**src/rtl/scfifo_s_showahead_m20k_r_pkg.sv**
```systemverilog
// Shared constants for the show-ahead M20K FIFO: RAM family names,
// parameter range limits and the default usable capacity.
package scfifo_pkg;

   localparam string FAMILY_AGILEX = "Agilex";
   localparam string FAMILY_S10    = "S10";
   localparam string FAMILY_OTHER  = "Other";

   localparam int SCFIFO_MIN_LOG_DEPTH = 4;
   localparam int SCFIFO_MAX_LOG_DEPTH = 11;
   localparam int SCFIFO_MAX_WIDTH     = 40;
   localparam int SCFIFO_MIN_NUM_WORDS = 3;

   // One RAM slot is sacrificed so pointer distance never aliases to zero.
   function automatic int scfifo_num_words(input int log_depth);
      return (1 << log_depth) - 1;
   endfunction

endpackage

```
**src/rtl/scfifo_s_showahead_m20k_r_ram.sv**
```systemverilog
// Simple dual-port M20K wrapper: one write port, one registered read port.
// Read data appears one edge after re_i and holds while re_i is low.
module generic_m20k
   import scfifo_pkg::*;
#(
   parameter int    WIDTH      = 16,
   parameter int    ADDR_WIDTH = 5,
   parameter string FAMILY     = FAMILY_S10
) (
   input  logic                  clk_i,
   input  logic                  we_i,
   input  logic [ADDR_WIDTH-1:0] waddr_i,
   input  logic [WIDTH-1:0]      wdata_i,
   input  logic                  re_i,
   input  logic [ADDR_WIDTH-1:0] raddr_i,
   output logic [WIDTH-1:0]      rdata_o
);

   logic [WIDTH-1:0] mem_q [2**ADDR_WIDTH];
   logic [WIDTH-1:0] rdata_q;

   if (FAMILY != FAMILY_AGILEX && FAMILY != FAMILY_S10 && FAMILY != FAMILY_OTHER) begin : g_bad_family
      $error("generic_m20k: unsupported FAMILY %s", FAMILY);
   end

   always_ff @(posedge clk_i) begin
      if (we_i) begin
         mem_q[waddr_i] <= wdata_i;
      end
   end

   always_ff @(posedge clk_i) begin
      if (re_i) begin
         rdata_q <= mem_q[raddr_i];
      end
   end

   assign rdata_o = rdata_q;

endmodule

```
**src/rtl/scfifo_s_showahead_m20k_r.sv**
```systemverilog
// Single-clock show-ahead FIFO on one M20K with a two-stage prefetch (RAM output, q).
// Write-to-q latency 3 edges; full drops writes, empty drops reads, both set sticky errors.
module scfifo_s_showahead_m20k_r
   import scfifo_pkg::*;
#(
   parameter int    LOG_DEPTH          = 5,
   parameter int    WIDTH              = 16,
   parameter int    NUM_WORDS          = scfifo_num_words(LOG_DEPTH),
   parameter int    ALMOST_FULL_VALUE  = 24,
   parameter int    ALMOST_EMPTY_VALUE = 2,
   parameter string FAMILY             = FAMILY_S10
) (
   input  logic                 clock,
   input  logic                 sclr,
   input  logic [WIDTH-1:0]     data,
   input  logic                 wrreq,
   input  logic                 rdreq,
   output logic [WIDTH-1:0]     q,
   output logic [LOG_DEPTH-1:0] usedw,
   output logic                 empty,
   output logic                 full,
   output logic                 almost_empty,
   output logic                 almost_full,
   output logic                 overflow,
   output logic                 underflow
);

   if (LOG_DEPTH < SCFIFO_MIN_LOG_DEPTH || LOG_DEPTH > SCFIFO_MAX_LOG_DEPTH) begin : g_bad_depth
      $error("scfifo: LOG_DEPTH %0d out of range", LOG_DEPTH);
   end
   if (WIDTH < 1 || WIDTH > SCFIFO_MAX_WIDTH) begin : g_bad_width
      $error("scfifo: WIDTH %0d out of range", WIDTH);
   end
   if (NUM_WORDS < SCFIFO_MIN_NUM_WORDS || NUM_WORDS > scfifo_num_words(LOG_DEPTH)) begin : g_bad_words
      $error("scfifo: NUM_WORDS %0d out of range", NUM_WORDS);
   end
   if (ALMOST_FULL_VALUE < 1 || ALMOST_FULL_VALUE > NUM_WORDS) begin : g_bad_af
      $error("scfifo: ALMOST_FULL_VALUE %0d out of range", ALMOST_FULL_VALUE);
   end
   if (ALMOST_EMPTY_VALUE < 1 || ALMOST_EMPTY_VALUE > NUM_WORDS) begin : g_bad_ae
      $error("scfifo: ALMOST_EMPTY_VALUE %0d out of range", ALMOST_EMPTY_VALUE);
   end

   localparam logic [LOG_DEPTH-1:0] NUM_WORDS_W = LOG_DEPTH'(NUM_WORDS);
   localparam logic [LOG_DEPTH-1:0] AF_W        = LOG_DEPTH'(ALMOST_FULL_VALUE);
   localparam logic [LOG_DEPTH-1:0] AE_W        = LOG_DEPTH'(ALMOST_EMPTY_VALUE);

   logic                 wr_acc, rd_acc, avail, q_free, s1_to_q, issue;
   logic [LOG_DEPTH-1:0] wr_ptr_q, wr_ptr_d, wr_vis_q, rd_ptr_q, rd_ptr_d;
   logic [LOG_DEPTH-1:0] usedw_q, usedw_d;
   logic                 s1_vld_q, s1_vld_d, q_vld_q, q_vld_d;
   logic [WIDTH-1:0]     q_dat_q, q_dat_d, ram_rdata;
   logic                 full_q, full_d, aempty_q, aempty_d, afull_q, afull_d;
   logic                 ovf_q, ovf_d, udf_q, udf_d;

   generic_m20k #(
      .WIDTH      (WIDTH),
      .ADDR_WIDTH (LOG_DEPTH),
      .FAMILY     (FAMILY)
   ) u_ram (
      .clk_i   (clock),
      .we_i    (wr_acc),
      .waddr_i (wr_ptr_q),
      .wdata_i (data),
      .re_i    (issue),
      .raddr_i (rd_ptr_q),
      .rdata_o (ram_rdata)
   );

   // wr_vis_q lags wr_ptr_q by one edge so a word is only fetched after it
   // has settled in the RAM; this sets the 3-edge write-to-q latency.
   always_comb begin
      wr_acc  = wrreq && !full_q;
      rd_acc  = rdreq && q_vld_q;
      avail   = (wr_vis_q != rd_ptr_q);
      q_free  = !q_vld_q || rd_acc;
      s1_to_q = s1_vld_q && q_free;
      issue   = avail && (!s1_vld_q || q_free);
   end

   always_comb begin
      wr_ptr_d = wr_ptr_q + LOG_DEPTH'(wr_acc);
      rd_ptr_d = rd_ptr_q + LOG_DEPTH'(issue);
      usedw_d  = usedw_q + LOG_DEPTH'(wr_acc) - LOG_DEPTH'(rd_acc);

      s1_vld_d = s1_vld_q;
      if (issue) begin
         s1_vld_d = 1'b1;
      end else if (s1_to_q) begin
         s1_vld_d = 1'b0;
      end

      q_vld_d = q_vld_q;
      q_dat_d = q_dat_q;
      if (s1_to_q) begin
         q_vld_d = 1'b1;
         q_dat_d = ram_rdata;
      end else if (rd_acc) begin
         q_vld_d = 1'b0;
      end

      full_d   = (usedw_d == NUM_WORDS_W);
      afull_d  = (usedw_d >= AF_W);
      aempty_d = (usedw_d < AE_W);
      ovf_d    = ovf_q || (wrreq && full_q);
      udf_d    = udf_q || (rdreq && !q_vld_q);
   end

   always_ff @(posedge clock) begin
      if (sclr) begin
         wr_ptr_q <= '0;
         wr_vis_q <= '0;
         rd_ptr_q <= '0;
         usedw_q  <= '0;
         s1_vld_q <= 1'b0;
         q_vld_q  <= 1'b0;
         q_dat_q  <= '0;
         full_q   <= 1'b0;
         afull_q  <= 1'b0;
         aempty_q <= 1'b1;
         ovf_q    <= 1'b0;
         udf_q    <= 1'b0;
      end else begin
         wr_ptr_q <= wr_ptr_d;
         wr_vis_q <= wr_ptr_q;
         rd_ptr_q <= rd_ptr_d;
         usedw_q  <= usedw_d;
         s1_vld_q <= s1_vld_d;
         q_vld_q  <= q_vld_d;
         q_dat_q  <= q_dat_d;
         full_q   <= full_d;
         afull_q  <= afull_d;
         aempty_q <= aempty_d;
         ovf_q    <= ovf_d;
         udf_q    <= udf_d;
      end
   end

   assign q            = q_dat_q;
   assign usedw        = usedw_q;
   assign empty        = !q_vld_q;
   assign full         = full_q;
   assign almost_empty = aempty_q;
   assign almost_full  = afull_q;
   assign overflow     = ovf_q;
   assign underflow    = udf_q;

endmodule

```
**config.mk**
```make
export PLATFORM = sky130hd
export DESIGN_NAME = scfifo_s_showahead_m20k_r
export DESIGN_NICKNAME = d
export VERILOG_FILES = /design/src/rtl/scfifo_s_showahead_m20k_r_pkg.sv /design/src/rtl/scfifo_s_showahead_m20k_r_ram.sv /design/src/rtl/scfifo_s_showahead_m20k_r.sv
export SDC_FILE = /design/constraint.sdc
export NUM_CORES = 1
export LEC_CHECK = 0
export ABC_AREA = 0
export CAP_MARGIN = 20
export CELL_PAD_IN_SITES_DETAIL_PLACEMENT = 1
export CELL_PAD_IN_SITES_GLOBAL_PLACEMENT = 1
export CORE_AREA = 2 2 217 305
export DETAILED_ROUTE_END_ITERATION = 10
export DIE_AREA = 0 0 219 307
export PLACE_DENSITY_LB_ADDON = 0.1
export SLEW_MARGIN = 20
export SYNTH_ARGS = -nofsm -noshare
export SYNTH_HDL_FRONTEND = slang
export SYNTH_HIERARCHICAL = 1
export SYNTH_SLANG_ARGS = --single-unit
```
**constraint.sdc**
```tcl
create_clock -name clock -period 3.61 [get_ports clock]
set_input_delay 0.722 -clock clock [delete_from_list [all_inputs] [get_ports clock]]
set_output_delay 0.722 -clock clock [all_outputs]
set_load 0.01 [all_outputs]
```
==> flow_summary.yaml, run 1 <==
detailed_routing:
  drt_wl_total_mm: 57.9
  vias_per_cell: 5.03
  wl_per_cell_um: 24.8
  ant_nets: 0
  drc: 0
  dr.pass1.iters: 4
  drt_iter0_markers: 479
  routed-via-count: 11720
floorplanning:
  dieArea_mm2: 0.0672
  die_y_um: 307
  die_w_um: 219
  initial_utilization_pct: 34.6
  fp.coreArea_mm2: 0.0647
  top_level_ports: 47
  fp-row-count: 111
sta:
  fin_crit_ps: 2750
  drv_slew: 0
  post-route-period-util_pct: 76.2
  slew_headroom_pct: 40.8
  setup_tns_ps: 0
  finClkSkew_ps: 13.2
  rsz0062_at_grt: "false"
  worst_pin_slew_ps: 888
  final_hold_viol_count: 0
  setup_violations: 0
  clock.fmax_mhz: 363
finish:
  final_cells: 2332
  drive_gt1_share_pct: 14.1
  final_cell_mix: "edfxtp_1, mux2i_1, buf_4"
  nets: 1469
  syn2layout_area_growth_pct: 16.0
  final_common_cell: "edfxtp_1"
clock_network:
  cts_resized: 0
  root_buffer: "clkbuf_16"
  clk_pin_slew_ps: 60
  numCtsBuffers: 58
  clkLatencyLatePin_ps: 610
  cts_tree: "done"
  cts.htree.levels: 2
  cts_hold_buf: 0
  clock_path_buffers: 3
  postCtsSetupBuffers: 0
  cts.sinks: 571
worst_setup_path:
  crit_path_cell_trace: "and2_2, buf_4, a21oi_1, a31oi_1, nand3_1"
  critPathSlowestCell: "and2_2"
  cp_slowest_stage_delay_ps: 650
  path_class: "reg2reg"
  worst_ep_required_time_ps: 3920
  end_kind: "register"
  worstPathArrival_ps: 3060
  cp_max_fo: 18
  path_delay_family: "simple AND/OR/NAND/NOR gates"
  cp-start-kind: "register"
  worst-path-buf-inv: 1
global_route:
  grt_pass1_wl_mm: 84.9
  grt_max_degree: 72
  grt_pass1_vias: 12671
  antenna_found_initial: 0
  track_usage_pct: 17.5
  overflow: 0
synth:
  seq_area_frac_synth_pct: 74.7
  synth_nets: 1353
  synth.distinct_cells: 39
  syn_inst: 1323
  synth_edf_count: 528
  synth_warnings: 6
  ys.flop_type: "edfxtp_1"
  ys_ff_latch: 571
  avgSynthCellArea_um2: 16.9
  synthesis.area_mm2: 0.0224
  async_reset_ff_share_pct: 0
place:
  place.gp.congestion: 0.732
  dp_hpwl_mm: 37.0
  place_inst: 2226
  portBuffers: 46
power:
  powerDensity_mw_per_mm2: 638
  p_leak_nw: 8.38
  irDropWorstVdd_v: 0.000473
flow_run:
  max_cap_violations: 0
worst_hold_path:
  hold_class: "reg2reg"
run_status:
  status: "complete, no violations"
-- final cells by class --
cell class	instances	area, um^2
diodes	1	2.50
clock buffers	82	1660
clock inverters	23	158
fillers	6469	38800
inverters	7	26.3
multi-input cells	670	5130
flip-flops and latches	571	16700
well taps	847	1060
repair buffers	131	1200
-- worst paths after layout --
| check | from | end | slack [ps] | depth (start not counted) |
|---|---|---|---|---|
| hold reg to reg | q[3] | q[3] | 450 | 2 |
| setup reg to reg | rd_ptr_q[2] | u_ram/rdata_o[12] | 860 | 5 |
| setup / recovery | rd_ptr_q[2] | u_ram/rdata_o[12] | 860 | 5 |
| hold / removal | q[3] | q[3] | 450 | 2 |
-- worst register-to-register path, cell delays in order, from the launching register on --
cell and delay [ps]:
dfxtp_1 630, and2_2 650, buf_4 330, a21oi_1 90, a31oi_1 520, nand3_1 230
-- Yosys cell counts (17+ instances only) --
library cell | n | area share, %
edfxtp_1 | 528 | 71
mux2i_1 | 256 | 11
nand2_1 | 66 | 1.1
a22oi_1 | 64 | 2.1
a21oi_1 | 52 | 1.2
nor2_1 | 46 | 0.77
dfxtp_1 | 43 | 3.8
nand3_1 | 40 | 0.89
a22o_1 | 32 | 1.3
buf_2 | 20 | 0.45
buf_4 | 20 | 0.67
nor3_1 | 18 | 0.40
clkbuf_1 | 17 | 0.29
-- logic make-up (layout without fill, tap and decap cells) --
| family | Yosys count | after routing | synth area share, % |
|---|---|---|---|
| fa+ha+maj | 10 | 10 | 0.593 |
| compound gates | 170 | 170 | 5.27 |
| mux | 256 | 256 | 11.4 |
| other cells | 0 | 1 | 0 |
| xor+xnor | 15 | 15 | 0.621 |
| buf+inv | 82 | 243 | 2.72 |
| flops | 571 | 571 | 74.7 |
| simple gates | 219 | 219 | 4.67 |
-- state kept, by name (all words and copies together) (netlist names), 5 cells and up --
name	count
u_ram/rdata_o	16
wr_ptr_q	5
usedw	5
q	16
u_ram/mem_q	512
rd_ptr_q	5
wr_vis_q	5
-- routing by layer --
layer	share of wire [%]	track usage, %	vias to the layer above
met4	3.0	5.72	0
li1	-	-	5394
met1	40	20.5	6053
met3	2.9	2.50	99
met2	54	32.5	174
met5	0	0	-
-- metrics by stage --
step / total power [mW] / hold WS [ps] / worst slack [ps] / cell area [um^2] / util (%)
final: 16.6 / 453 / 858 / 26000 / 40.1
after global routing: 17.3 / 472 / 757 / 26000 / 40.1
after CTS: 16.9 / 457 / 794 / 26000 / 40.1
after detailed placement: 11.0 / 448 / 382 / 24100 / 37.3
after global placement: 11.0 / 445 / 378 / 24100 / 37.3
after floorplan: 9.92 / 471 / 990 / 22400 / -
-- power breakdown --
group	total (mW)	internal (mW)	switching, mW	leakage, nW
registers	7.68	7.51	0.170	5.12
logic	3.08	1.26	1.82	2.36
clock network	5.80	3.32	2.48	0.903
Note: power is estimated with default switching activity, not from simulation.
==> run 2: changes to the inputs <==
clock period = 2.6 ns   (was 3.61 ns; I/O delays follow)
==> run 2 against run 1 <==
Setup slack worse by 600 ps. Count of clock-buffer cells in the layout shrank 11. Register-to-register slack worse by 600 ps. Combinational power rose by 43%. Sequential power rose by 38%. Largest cell class unchanged. Largest power group unchanged.
==> flow_summary.yaml, run 2 (synthesized netlist as in run 1, its figures left out) <==
power:
  power_mw: 23.0
  p_leak_nw: 8.54
  powerDensity_mw_per_mm2: 872
  irDropWorstVdd_v: 0.000630
worst_setup_path:
  end_kind: "register"
  worst-r2r-setup-slack_ps: 260
  cp-start-kind: "register"
  worst_ep_required_time_ps: 3070
  r2r.worst_path.cells: 9
  worstPathArrival_ps: 2810
  regToRegStartpoint: "rd_ptr_q[2]"
  path_class: "reg2reg"
  r2r-end: "rd_ptr_q[4]"
  cp_max_fo: 8
  cp-endpoint: "rd_ptr_q[4]"
  cp-startpoint: "rd_ptr_q[2]"
finish:
  post-route-util_pct: 40.8
  final_cell_mix: "edfxtp_1, mux2i_1, buf_4"
  final_common_cell: "edfxtp_1"
  largest_reg_flops: 512
  diodes: 0
  drive_gt1_share_pct: 15.0
  nets: 1489
  top_register: "u_ram/mem_q"
  syn2layout_area_growth_pct: 17.8
floorplanning:
  die_w_um: 219
  dieArea_mm2: 0.0672
  fp-row-count: 111
  initial_utilization_pct: 34.6
  fp.coreArea_mm2: 0.0647
  die_y_um: 307
  top_level_ports: 47
clock_network:
  postCtsSetupBuffers: 0
  cts_hold_buf: 0
  cts.sinks: 571
  cts.htree.levels: 2
  cts_resized: 0
  root_buffer: "clkbuf_16"
  clkLatencyLatePin_ps: 600
  clock_path_buffers: 3
  numCtsBuffers: 55
  cts_tree: "done"
  clk_pin_slew_ps: 60
global_route:
  grt_max_degree: 44
  antenna_found_initial: 0
  track_usage_pct: 17.2
  overflow: 0
  grt_pass1_vias: 12681
  grt_pass1_wl_mm: 83.9
detailed_routing:
  drc: 0
  drt_iter0_markers: 614
  wl_per_cell_um: 24.3
  drt_wl_total_mm: 57.0
  vias_per_cell: 4.97
  routed-via-count: 11690
  dr.pass1.iters: 5
  ant_nets: 0
sta:
  slew_headroom_pct: 54.5
  post-route-period-util_pct: 90.1
  worst_pin_slew_ps: 683
  fin_crit_ps: 2340
  final_hold_viol_count: 0
  clock.fmax_mhz: 427
  drv_slew: 0
  finClkSkew_ps: 11.4
  setup_violations: 0
  rsz0062_at_grt: "false"
run_status:
  status: "complete, no violations"
place:
  portBuffers: 46
  dp_hpwl_mm: 36.2
  place.gp.congestion: 0.750
worst_hold_path:
  hold_class: "reg2reg"
flow_run:
  max_cap_violations: 0
## run 2: cell count changes in the layout (fill, tap and decap cells not counted), moves of 2 or more
cell | before | now
clkbuf_1 | 14 | 12
clkbuf_16 | 60 | 57
clkdlybuf4s50_1 | 43 | 46
bufinv_16 | 2 | 5
buf_12 | 9 | 32
clkinv_2 | 11 | 14
clkbuf_8 | 8 | 2
buf_2 | 3 | 0
## run 2: cell type report
cell class	count	area, um^2
clock buffers	71	1500
flip-flops and latches	571	16700
repair buffers	154	1670
multi-input cells	670	5130
well taps	847	1060
clock inverters	30	267
fillers	6370	38300
inverters	7	26.3
## run 2: where the power goes
part	total, mW	internal (mW)	leakage (nW)	switching [mW]
Sequential	10.6	10.4	5.12	0.204
Clock	7.95	4.54	0.876	3.41
Combinational	4.41	1.85	2.55	2.56
Total	23.0	16.8	8.54	6.17
## run 2: critical path, stage by stage, from the launching register on
cell and delay, ps:
dfxtp_1 580, xnor2_1 170, nand3_1 110, nor3_1 450, a21oi_2 90, ha_1 250, ha_1 230, nand3_1 110
xor2_1 170, nor2_1 50
## run 2: per-layer routing
metal / part of all wire [%] / up-vias / GRT usage [%]
met5: 0 / - / 0
met4: 2.8 / 0 / 5.15
met3: 2.5 / 88 / 2.14
met2: 54 / 154 / 32.2
met1: 41 / 6024 / 20.2
li1: - / 5424 / -
## run 2: per-stage QoR
step	hold WS [ps]	instances	worst slack [ps]	cell area, um^2	TNS, ps
2_1_floorplan	471	1323	138	22400	0
3_3_place_gp	446	2249	-296	24600	-6450
3_5_place_dp	449	2249	-316	24600	-6510
4_1_cts	457	2350	215	26400	0
5_1_grt	475	2350	107	26400	0
6_report	453	2350	257	26400	0
## run 2: worst min path at each step
stage	start	endpoint	slack, ps	cells past startpoint
global route	q[1]	q[1]	480	2
finish	q[1]	q[1]	450	2
detailed placement	q[1]	q[1]	450	2
global placement	q[5]	q[5]	450	2
floorplan	u_ram/rdata_o[0]	q[0]	470	2
CTS	q[1]	q[1]	460	2
==> run 3: changes to the inputs <==
CORE_AREA = 5 5 220 308   (was 2 2 217 305)
DIE_AREA = 0 0 225 313   (was 0 0 219 307)
==> run 3 against run 2 <==
Count of clock-buffer cells in the layout is 13 higher. Clock skew is 12 ps higher. Cell count hardly changed. Utilization is 0.14 points higher. Hold slack better by 4.0 ps. Critical path type unchanged. Critical path depth is 2 lower. Sequential share of layout area is 0.35 points lower.
==> flow_summary.yaml, run 3 (synthesized netlist as in run 1, its figures left out) <==
run_status:
  status: "complete, no violations"
flow_run:
  max_cap_violations: 0
detailed_routing:
  drt_wl_total_mm: 58.3
  drt_iter0_markers: 530
  ant_nets: 0
  dr.pass1.iters: 5
  drc: 0
  vias_per_cell: 5.07
  wl_per_cell_um: 24.8
  routed-via-count: 11903
global_route:
  track_usage_pct: 16.4
  overflow: 0
  antenna_found_initial: 0
  grt_pass1_wl_mm: 85.7
  grt_pass1_vias: 12922
  grt_max_degree: 44
sta:
  fin_crit_ps: 2330
  drv_slew: 0
  finClkSkew_ps: 23.5
  setup_slack_ps: 270
  setup_violations: 0
  slew_headroom_pct: 33.8
  clock.fmax_mhz: 429
  final_hold_viol_count: 0
  hold_ws_ps: 457
  worst_pin_slew_ps: 991
  post-route-period-util_pct: 89.6
  rsz0062_at_grt: "false"
finish:
  syn2layout_area_growth_pct: 18.5
  diodes: 0
  drive_gt1_share_pct: 14.5
  multi_input_area_mm2: 0.00514
  final_cells: 2348
  top_register: "u_ram/mem_q"
  largest_reg_flops: 512
  nFillCells: 6372
  final_cell_mix: "edfxtp_1, mux2i_1, nand2_1"
  seq_area_mm2: 0.0167
  final_common_cell: "edfxtp_1"
  nets: 1488
worst_setup_path:
  regToRegStartpoint: "rd_ptr_q[0]"
  end_kind: "register"
  cp_max_fo: 26
  worstPathArrival_ps: 2620
  crit_path_cell_trace: "buf_12, buf_4, mux2i_1, a22o_1, nor3_1, a31oi_1, nand3_1"
  worst_ep_required_time_ps: 2890
  cp_slowest_stage_delay_ps: 440
  critPathSlowestCell: "dfxtp_4"
  worst-path-buf-inv: 2
  path_class: "reg2reg"
  cp-start-kind: "register"
  path_delay_family: "compound AO/OA/AOI/OAI gates"
  cp-startpoint: "rd_ptr_q[0]"
worst_hold_path:
  hold_class: "reg2reg"
  min_from: "q[3]"
power:
  power_mw: 22.8
  p_sw_share_pct: 27.3
  p_leak_nw: 8.53
  seqPwrFrac_pct: 46.4
  share_comb_of_total_power_pct: 19.9
  internal-power_mw: 16.6
  power.switching_mw: 6.24
  irDropWorstVdd_v: 0.000517
  clockPowerShare_pct: 33.8
  powerDensity_mw_per_mm2: 861
place:
  dp_hpwl_mm: 37.5
  place.gp.congestion: 0.751
  place_inst: 2245
  pre_cts_ws_ps: -267
  portBuffers: 46
clock_network:
  clk_pin_slew_ps: 60
  cts_resized: 0
  root_buffer: "clkbuf_16"
  cts_tree: "done"
  numCtsBuffers: 58
  cts.htree.levels: 2
  cts_hold_buf: 0
  cts.sinks: 571
  postCtsSetupBuffers: 0
  clock_path_buffers: 3
  clkLatencyLatePin_ps: 620
floorplanning:
  top_level_ports: 47
  initial_utilization_pct: 34.5
  dieArea_mm2: 0.0704
  die_w_um: 225
  fp.coreArea_mm2: 0.0649
  fp-row-count: 111
  die_y_um: 313
run 3: metrics by stage:
stage          utilization [%]  instance area, um^2  TNS [ps]
3_5_place_dp              38.2                24800     -3430
4_1_cts                   40.9                26500         0
5_1_grt                   40.9                26500         0
3_3_place_gp              38.2                24800     -2620
2_1_floorplan                -                22400         0
6_report                  40.9                26500         0
run 3: worst paths after layout:
kind,to,slack (ps),cells after the start
worst max-delay path,u_ram/rdata_o[0],270,7
worst min-delay path,q[3],460,2
worst max register to register,u_ram/rdata_o[0],270,7
worst min register to register,q[3],460,2
run 3: metal layers:
| layer | global-route usage (%) | vias to the layer above | share of wire [%] | wire, um |
|---|---|---|---|---|
| met5 | 0 | - | 0 | 0 |
| met4 | 4.33 | 0 | 2.3 | 1310 |
| met3 | 2.40 | 80 | 2.9 | 1690 |
| met2 | 31.4 | 180 | 55 | 32400 |
| met1 | 19.0 | 6214 | 39 | 23000 |
| li1 | - | 5429 | - | - |
run 3: final cells by class:
class                   count  area share (%)
well taps                 847            4.00
inverters                   7          0.0991
repair buffers            150            6.99
clock inverters            19           0.425
clock buffers              84            6.07
multi-input cells         670            19.4
flip-flops and latches    571            63.0
run 3: power groups by stage:
stage | logic, mW | clock network, mW | registers (mW)
after floorplan | 2.98 | 0 | 10.8
after global placement | 4.61 | 0 | 10.8
after detailed placement | 4.64 | 0 | 10.8
after CTS | 4.65 | 8.01 | 10.6
after global routing | 4.90 | 8.37 | 10.6
final | 4.54 | 7.72 | 10.6
run 3: worst min-delay path, delay by kind of cell, from the launching register on:
family / cells / cell delay, ps
flip-flops: 1 / 310
AO/OA/AOI/OAI: 1 / 50
AND/OR/NAND/NOR: 1 / 50
